File: config.mk
export PLATFORM = sky130hd
export DESIGN_NAME = intra_dc_pred_ctrl
export DESIGN_NICKNAME = d
export VERILOG_FILES = /design/src/rtl/intra_dc_pred_ctrl.sv
export SDC_FILE = /design/constraint.sdc
export NUM_CORES = 1
export LEC_CHECK = 0
export BUFFER_PORTS_ARGS = -buffer_cell sky130_fd_sc_hd__buf_2
export CORE_ASPECT_RATIO = 0.5
export CORE_MARGIN = 2
export CORE_UTILIZATION = 47
export DETAILED_ROUTE_END_ITERATION = 10
export PLACE_DENSITY = 0.68
export SLEW_MARGIN = 15
export SYNTH_ARGS = -nofsm -noshare
export SYNTH_HDL_FRONTEND = slang
export SYNTH_SLANG_ARGS = --single-unit
File: constraint.sdc
create_clock -name CLK_HIGH -period 4.2 [get_ports CLK_HIGH]
set_input_delay 0.84 -clock CLK_HIGH [delete_from_list [all_inputs] [get_ports CLK_HIGH]]
set_output_delay 0.84 -clock CLK_HIGH [all_outputs]
set_load 0.02 [all_outputs]
File: src/rtl/intra_dc_pred_ctrl.sv
// DC intra prediction sequencer: walks the available left/top neighbour
// line buffers for one NxN block, accumulates the returned samples and
// emits the rounded DC predictor with a single-cycle valid pulse.
module intra_dc_pred_ctrl #(
  parameter int BIT_DEPTH = 8,
  parameter int BLK_LOG2  = 2
) (
  input  logic                 CLK_HIGH,
  input  logic                 RST,
  input  logic                 START,
  input  logic [5:0]           X,
  input  logic [5:0]           Y,
  input  logic                 AVAIL_LEFT,
  input  logic                 AVAIL_TOP,
  output logic                 LEFT_RD_EN,
  output logic [7:0]           LEFT_ADDR,
  input  logic [BIT_DEPTH-1:0] LEFT_DATA,
  output logic                 TOP_RD_EN,
  output logic [7:0]           TOP_ADDR,
  input  logic [BIT_DEPTH-1:0] TOP_DATA,
  output logic                 BUSY,
  output logic [BIT_DEPTH-1:0] DC_VAL,
  output logic                 DC_VALID
);

  localparam int N     = 1 << BLK_LOG2;
  localparam int ACC_W = BIT_DEPTH + BLK_LOG2;
  localparam int TOT_W = ACC_W + 2;

  typedef enum logic [2:0] {IDLE, RD_LEFT, RD_TOP, DRAIN, OUT} state_t;

  state_t               state, state_nxt;
  logic [BLK_LOG2-1:0]  cnt;
  logic                 cnt_last;
  logic                 accept;
  logic [5:0]           x_q, y_q;
  logic                 av_l_q, av_t_q;
  logic                 l_vld, t_vld;
  logic [ACC_W-1:0]     sum_l, sum_t, sum_l_nxt, sum_t_nxt;
  logic [TOT_W-1:0]     tot;
  logic [BIT_DEPTH-1:0] dc_nxt;

  // A new request is taken whenever the block is not busy, including OUT.
  assign accept   = START && ((state == IDLE) || (state == OUT));
  assign cnt_last = (cnt == BLK_LOG2'(N - 1));

  // State register.
  always_ff @(posedge CLK_HIGH or posedge RST) begin
    if (RST) state <= IDLE;
    else     state <= state_nxt;
  end

  // Next-state: skip unavailable sides; OUT can chain straight into a new sequence.
  always_comb begin
    state_nxt = state;
    case (state)
      IDLE, OUT: begin
        if (accept) begin
          if (AVAIL_LEFT)     state_nxt = RD_LEFT;
          else if (AVAIL_TOP) state_nxt = RD_TOP;
          else                state_nxt = DRAIN;
        end else begin
          state_nxt = IDLE;
        end
      end
      RD_LEFT: if (cnt_last) state_nxt = av_t_q ? RD_TOP : DRAIN;
      RD_TOP:  if (cnt_last) state_nxt = DRAIN;
      DRAIN:   state_nxt = OUT;
      default: state_nxt = IDLE;
    endcase
  end

  // Outputs decoded from state; addresses are forced to zero outside reads.
  always_comb begin
    LEFT_RD_EN = (state == RD_LEFT);
    TOP_RD_EN  = (state == RD_TOP);
    LEFT_ADDR  = '0;
    TOP_ADDR   = '0;
    if (LEFT_RD_EN) LEFT_ADDR = {2'b00, y_q} + 8'(cnt) + 8'd1;
    if (TOP_RD_EN)  TOP_ADDR  = {2'b00, x_q} + 8'(cnt) + 8'd1;
    BUSY       = (state == RD_LEFT) || (state == RD_TOP) || (state == DRAIN);
    DC_VALID   = (state == OUT);
  end

  // Sample index within the current side; restarts on every state change.
  always_ff @(posedge CLK_HIGH or posedge RST) begin
    if (RST)                                        cnt <= '0;
    else if (state_nxt != state)                    cnt <= '0;
    else if ((state == RD_LEFT) || (state == RD_TOP)) cnt <= cnt + 1'b1;
  end

  // Latch block origin and availability at accept time.
  always_ff @(posedge CLK_HIGH or posedge RST) begin
    if (RST) begin
      x_q    <= '0;
      y_q    <= '0;
      av_l_q <= 1'b0;
      av_t_q <= 1'b0;
    end else if (accept) begin
      x_q    <= X;
      y_q    <= Y;
      av_l_q <= AVAIL_LEFT;
      av_t_q <= AVAIL_TOP;
    end
  end

  // Delayed strobes mark the cycle in which buffer data is returned.
  always_ff @(posedge CLK_HIGH or posedge RST) begin
    if (RST) begin
      l_vld <= 1'b0;
      t_vld <= 1'b0;
    end else begin
      l_vld <= LEFT_RD_EN;
      t_vld <= TOP_RD_EN;
    end
  end

  assign sum_l_nxt = sum_l + (l_vld ? ACC_W'(LEFT_DATA) : '0);
  assign sum_t_nxt = sum_t + (t_vld ? ACC_W'(TOP_DATA)  : '0);

  // Separate left/top accumulators, cleared on accept.
  always_ff @(posedge CLK_HIGH or posedge RST) begin
    if (RST) begin
      sum_l <= '0;
      sum_t <= '0;
    end else if (accept) begin
      sum_l <= '0;
      sum_t <= '0;
    end else begin
      sum_l <= sum_l_nxt;
      sum_t <= sum_t_nxt;
    end
  end

  // Rounded average; uses the *_nxt sums so the sample arriving in DRAIN is included.
  always_comb begin
    tot    = '0;
    dc_nxt = {1'b1, {(BIT_DEPTH-1){1'b0}}};
    case ({av_l_q, av_t_q})
      2'b11: begin
        tot    = TOT_W'(sum_l_nxt) + TOT_W'(sum_t_nxt) + TOT_W'(N);
        dc_nxt = BIT_DEPTH'(tot >> (BLK_LOG2 + 1));
      end
      2'b10: begin
        tot    = TOT_W'(sum_l_nxt) + TOT_W'(N / 2);
        dc_nxt = BIT_DEPTH'(tot >> BLK_LOG2);
      end
      2'b01: begin
        tot    = TOT_W'(sum_t_nxt) + TOT_W'(N / 2);
        dc_nxt = BIT_DEPTH'(tot >> BLK_LOG2);
      end
      default: ;
    endcase
  end

  // DC result register, loaded on the DRAIN->OUT edge and held until the next one.
  always_ff @(posedge CLK_HIGH or posedge RST) begin
    if (RST)                 DC_VAL <= '0;
    else if (state == DRAIN) DC_VAL <= dc_nxt;
  end

endmodule

Word level (Yosys, flattened, before mapping)
Cells that the tools add are included.
{ "totals": {"word_cells": 54, "regBits": 49, "output_inout_bits": 28, "input_bits": 33} }
{ "op_classes": {"n_eq_ne": 9, "mux": 16, "reduce_logical": 7, "add_sub_neg": 11} }
{ "ops": {"columns": ["operator", "n"], "rows": [
  ["8-bit two-way mux", 4],
  ["8-bit one-hot mux with 3 select lines", 1],
  ["10-bit by 2-bit adder with 10-bit output, second input constant", 2],
  ["10-bit by 8-bit adder with 10-bit output", 2],
  ["10-bit two-way mux", 2],
  ["7-bit by 1-bit adder with 8-bit output, second input constant", 2],
  ["6-bit by 2-bit adder with 7-bit output", 2],
  ["3-bit one-hot mux with 4 select lines", 1],
  ["10-bit by 10-bit adder with 11-bit output", 1],
  ["11-bit by 3-bit adder with 11-bit output, second input constant", 1],
  ["3-bit two-way mux", 3],
  ["2-bit == test, second input constant", 3],
  ["3-bit by 2-bit == test with 1-bit output, second input constant", 2],
  ["2-bit two-way mux", 3],
  ["3-bit by 1-bit == test with 1-bit output, second input constant", 1],
  ["3-bit == test, second input constant", 1],
  ["3-bit logical NOT", 1],
  ["1-bit logical OR", 3],
  ["3-bit inequality test", 1],
  ["2-bit by 1-bit adder with 2-bit output, second input constant", 1],
  ["2-bit by 1-bit == test with 1-bit output, second input constant", 1],
  ["1-bit two-way mux", 2],
  ["2-bit nonzero test", 1],
  ["2-bit OR reduction", 1],
  ["1-bit logical AND", 1]
]} }

Logic depth before layout (Yosys ltp)
{ "depth": {"depth_word": 7, "ltp_mapped": 19, "mapped_depth_nobuf": 19} }

Least setup slack after synthesis
Ideal clock, no wire load.
{ "synth_timing": {"path_type": "input port to flip-flop", "startpoint": "in TOP_DATA[0]", "endpoint": "reg DC_VAL[7]", "arrival_time_ps": 4015, "n_path_buf": 0, "stages": 18, "slack_ps": 56, "required_time_ps": 4072, "path_cell_list": "and2_1 -> ha_1 -> inv_1 -> fa_1 -> nor2b_1 -> o21a_1 -> or3_1 -> and2_1 -> ha_1 -> ha_1 -> a21oi_1 -> o21ai_1 -> a211o_1 -> a21oi_1 -> nor2b_1 -> or3_1 -> nand3_1 -> a31oi_1"} }
{ "synth_via": {"elab_chain_len": 5} }
{ "synth_lines": {"columns": ["element", "line", "text"], "rows": [
  ["start: declaration", "20", "input logic [BIT_DEPTH-1:0] TOP_DATA,"],
  ["8-bit two-way mux (*)", "119", "assign sum_t_nxt = sum_t + (t_vld ? ACC_W'(TOP_DATA) : '0);"],
  ["10-bit by 8-bit adder with 10-bit output (*)", "119", null],
  ["10-bit by 10-bit adder with 11-bit output", "141", "tot = TOT_W'(sum_l_nxt) + TOT_W'(sum_t_nxt) + TOT_W'(N);"],
  ["11-bit by 3-bit adder with 11-bit output", "141", null],
  ["8-bit one-hot mux with 3 select lines (*)", "139", "case ({av_l_q, av_t_q})"],
  ["end signal: assignment", "159", "else if (state == DRAIN) DC_VAL <= dc_nxt;"],
  ["end: declaration", "22", "output logic [BIT_DEPTH-1:0] DC_VAL,"]
]} }
Mark *: on every way between the ends. The rest lies on a longest branch, timed or not.
A chain may end at the register's enable or synchronous reset.

Worst setup path in the final report
Ends and elaborated chain as after synthesis.

==> impl_metrics.toml <==
[min_path]
hold_path_class = "reg2reg"

[sta]
finalClockSkew_ns = 0.00314
slew_headroom_pct = 41.0
final.setup.tns_ns = 0
worst_pin_slew_ns = 0.886
setup_viol = 0
worst_slack_ns = 0.175
holdWs_ns = 0.478
period_minus_slack_ns = 4.03
drv_slew = 0
finalCritPeriodShare_pct = 95.8
hold_viol = 0
timing.fmax_mhz = 248

[final_layout]
final_area_mm2 = 0.00465
drive_gt1_share_pct = 22.5
layout_common_cells = "58 x buf_2, 56 x nand2_1, 48 x dfrtp_1"
nNetsFinal = 612
area_growth_pct = 21.5
antenna_cells = 0
final_cell_count_no_fill = 646
final_core_util_pct = 58.6
final_common_cell = "buf_2"

[floorplanning]
start_util_pct = 48.2
rows = 23
io_pins = 61
fp.dieW_um = 132
dieHeight_um = 67.8
core-area_mm2 = 0.00794
dieArea_mm2 = 0.00893

[clock_tree]
cts_made_buffers = 5
clock_tree.buffer_depth = 2
ctsHoldBuffers = 0
cts_tree = "built"
cts_sinks = 49
path_clk_slew_ns = 0.07
clk_latency_ns = 0.30
h-tree-depth = 2
cts-root-buf = "clkbuf_16"

[drt]
ant_nets = 0
drtIter0Drc = 191
routed.top_layer = "met4"
met2_length_um = 4100
vias = 3374
drtPass1Iterations = 5
viasPerCell = 5.22
wl_met3_um = 331
wl_um = 9280
drt-met1-wl_um = 4730
drc = 0
wl_per_cell_um = 14.4

[logic_synthesis]
ys_async_sr_fraction_pct = 100
yosys.area.top_type_share_pct = 32.0
synth_area_mm2 = 0.00383
synth_ff_type = "dfrtp_1"
ys_seq_area_share_pct = 32.0
synth-seq-cells = 49
synth_top_cell_by_area = "dfrtp_1"
syn_avg_cell_area_um2 = 8.58
synthCells = 446
ys_top_cells_by_area = "dfrtp_1 32%, ha_1 14%, nand2_1 5.5%, and2_1 4.7%, inv_1 3.6%"
synth_edf_count = 0
synth_warnings = 0
synth.distinct_cells = 57

[critical_path]
required_ns = 4.37
reg2reg_from = "t_vld$_DFF_PP0_"
cp.arrival_ns = 4.20
path_class = "in2reg"
crit_fanout = 4
setup.worst_path.end = "DC_VAL[7]$_DFFE_PP0P_"
end_kind = "flop"
startpoint_type = "input pin"
worstReg2RegEnd = "DC_VAL[7]$_DFFE_PP0P_"
cp-startpoint = "TOP_DATA[0]"
rrSetupSlack_ns = 0.25
reg2reg_depth = 18

[place]
gp_congestion = 0.836
pre_cts_ws_ns = -0.170
place_area_mm2 = 0.00446
io_buffers = 58
post-place-cells = 638
place.detailed.hpwl_um = 6920

[job]
maxCapViolations = 0

[grt]
grt_pass1_wl_um = 15000
grt-ovfl-total = 0
antenna_found_initial = 0
grt_pass1_vias = 3119
grt_max_degree = 50
grt.total_usage_pct = 21.6

[power_and_ir_drop]
finalPower_mw = 3.84
leakage_nw = 2.44
power-per-cell-area_mw_per_mm2 = 825
vdd_drop_max_mv = 0.339

[status]
status = "finished, final reports clean"
worst max-delay path: stages:
cell and delay, ns:
buf_2 0.09, and2_1 0.15, ha_1 0.19, inv_1 0.07, fa_1 0.21, nor2b_2 0.06
o21a_1 0.20, or3_1 0.32, and2_1 0.17, ha_1 0.29, ha_1 0.33, a21oi_1 0.14
o21ai_1 0.11, a211o_1 0.32, a21oi_2 0.17, nor2b_1 0.07, or3_1 0.30, nand3_1 0.09
a31oi_1 0.09
worst min-delay path by stage:
stage,from,to,slack [ns],depth (start not counted)
floorplan,x_q[2]$_DFFE_PP0P_,x_q[2]$_DFFE_PP0P_,0.48,2
global placement,DC_VAL[3]$_DFFE_PP0P_,DC_VAL[3]$_DFFE_PP0P_,0.46,2
detailed placement,DC_VAL[4]$_DFFE_PP0P_,DC_VAL[4]$_DFFE_PP0P_,0.47,2
CTS,DC_VAL[4]$_DFFE_PP0P_,DC_VAL[4]$_DFFE_PP0P_,0.49,2
global route,DC_VAL[5]$_DFFE_PP0P_,DC_VAL[5]$_DFFE_PP0P_,0.53,2
finish,DC_VAL[0]$_DFFE_PP0P_,DC_VAL[0]$_DFFE_PP0P_,0.48,2
Yosys cell counts (8+ instances only):
cell and n:
dfrtp_1 49, nor3_1 13, nor2_1 28, a21oi_1 19, nand2_1 56, o21ai_0 22, xor2_1 12, nand3_1 8
mux2i_1 8, xnor2_1 13, and2_1 29, ha_1 42, nor2b_1 13, clkbuf_1 9, inv_1 37
logic make-up (layout without fill, tap and decap cells):
logic type | count (synthesis) | count (layout) | synth area share, %
muxes | 10 | 10 | 2.68
adders and majority gates | 46 | 46 | 15.8
AOI/OAI and AO/OA | 86 | 86 | 14.7
xor gates and xnor gates | 26 | 26 | 6.14
DFF | 49 | 49 | 32.0
buffers and inverters | 49 | 136 | 5.03
other | 1 | 2 | 0.0979
and+or+nand+nor | 179 | 179 | 23.5
metal layers:
metal,vias up,global-route usage [%]
li1,1705,-
met1,1588,29.7
met2,72,35.7
met3,9,3.78
met4,0,6.11
met5,-,0
power by group:
part / switching [mW] / internal [mW] / total, mW
clock network: 0.193 / 0.283 / 0.476
logic: 1.40 / 1.16 / 2.56
registers: 0.139 / 0.664 / 0.803
layout make-up:
cell class | count | area, um2
well taps | 112 | 140
fillers | 761 | 3290
multi-input cells | 349 | 2440
inverters | 37 | 140
flip-flops and latches | 49 | 1230
clock buffers | 5 | 125
clock inverters | 3 | 43.8
repair buffers | 91 | 538
registers in the layout, indices dropped and copies added, names as in the netlist:
register,cells
sum_t,10
state,3
av_l_q,1
l_vld,1
av_t_q,1
sum_l,10
t_vld,1
y_q,6
x_q,6
cnt,2
DC_VAL,8
what timing repair did:
| item | in CTS | in global routing |
|---|---|---|
| setup endpoints to repair | 0 | 2 |
| setup buffers | 0 | 0 |
| gates resized for setup | 0 | 7 |
(Power assumes the default switching activity.)
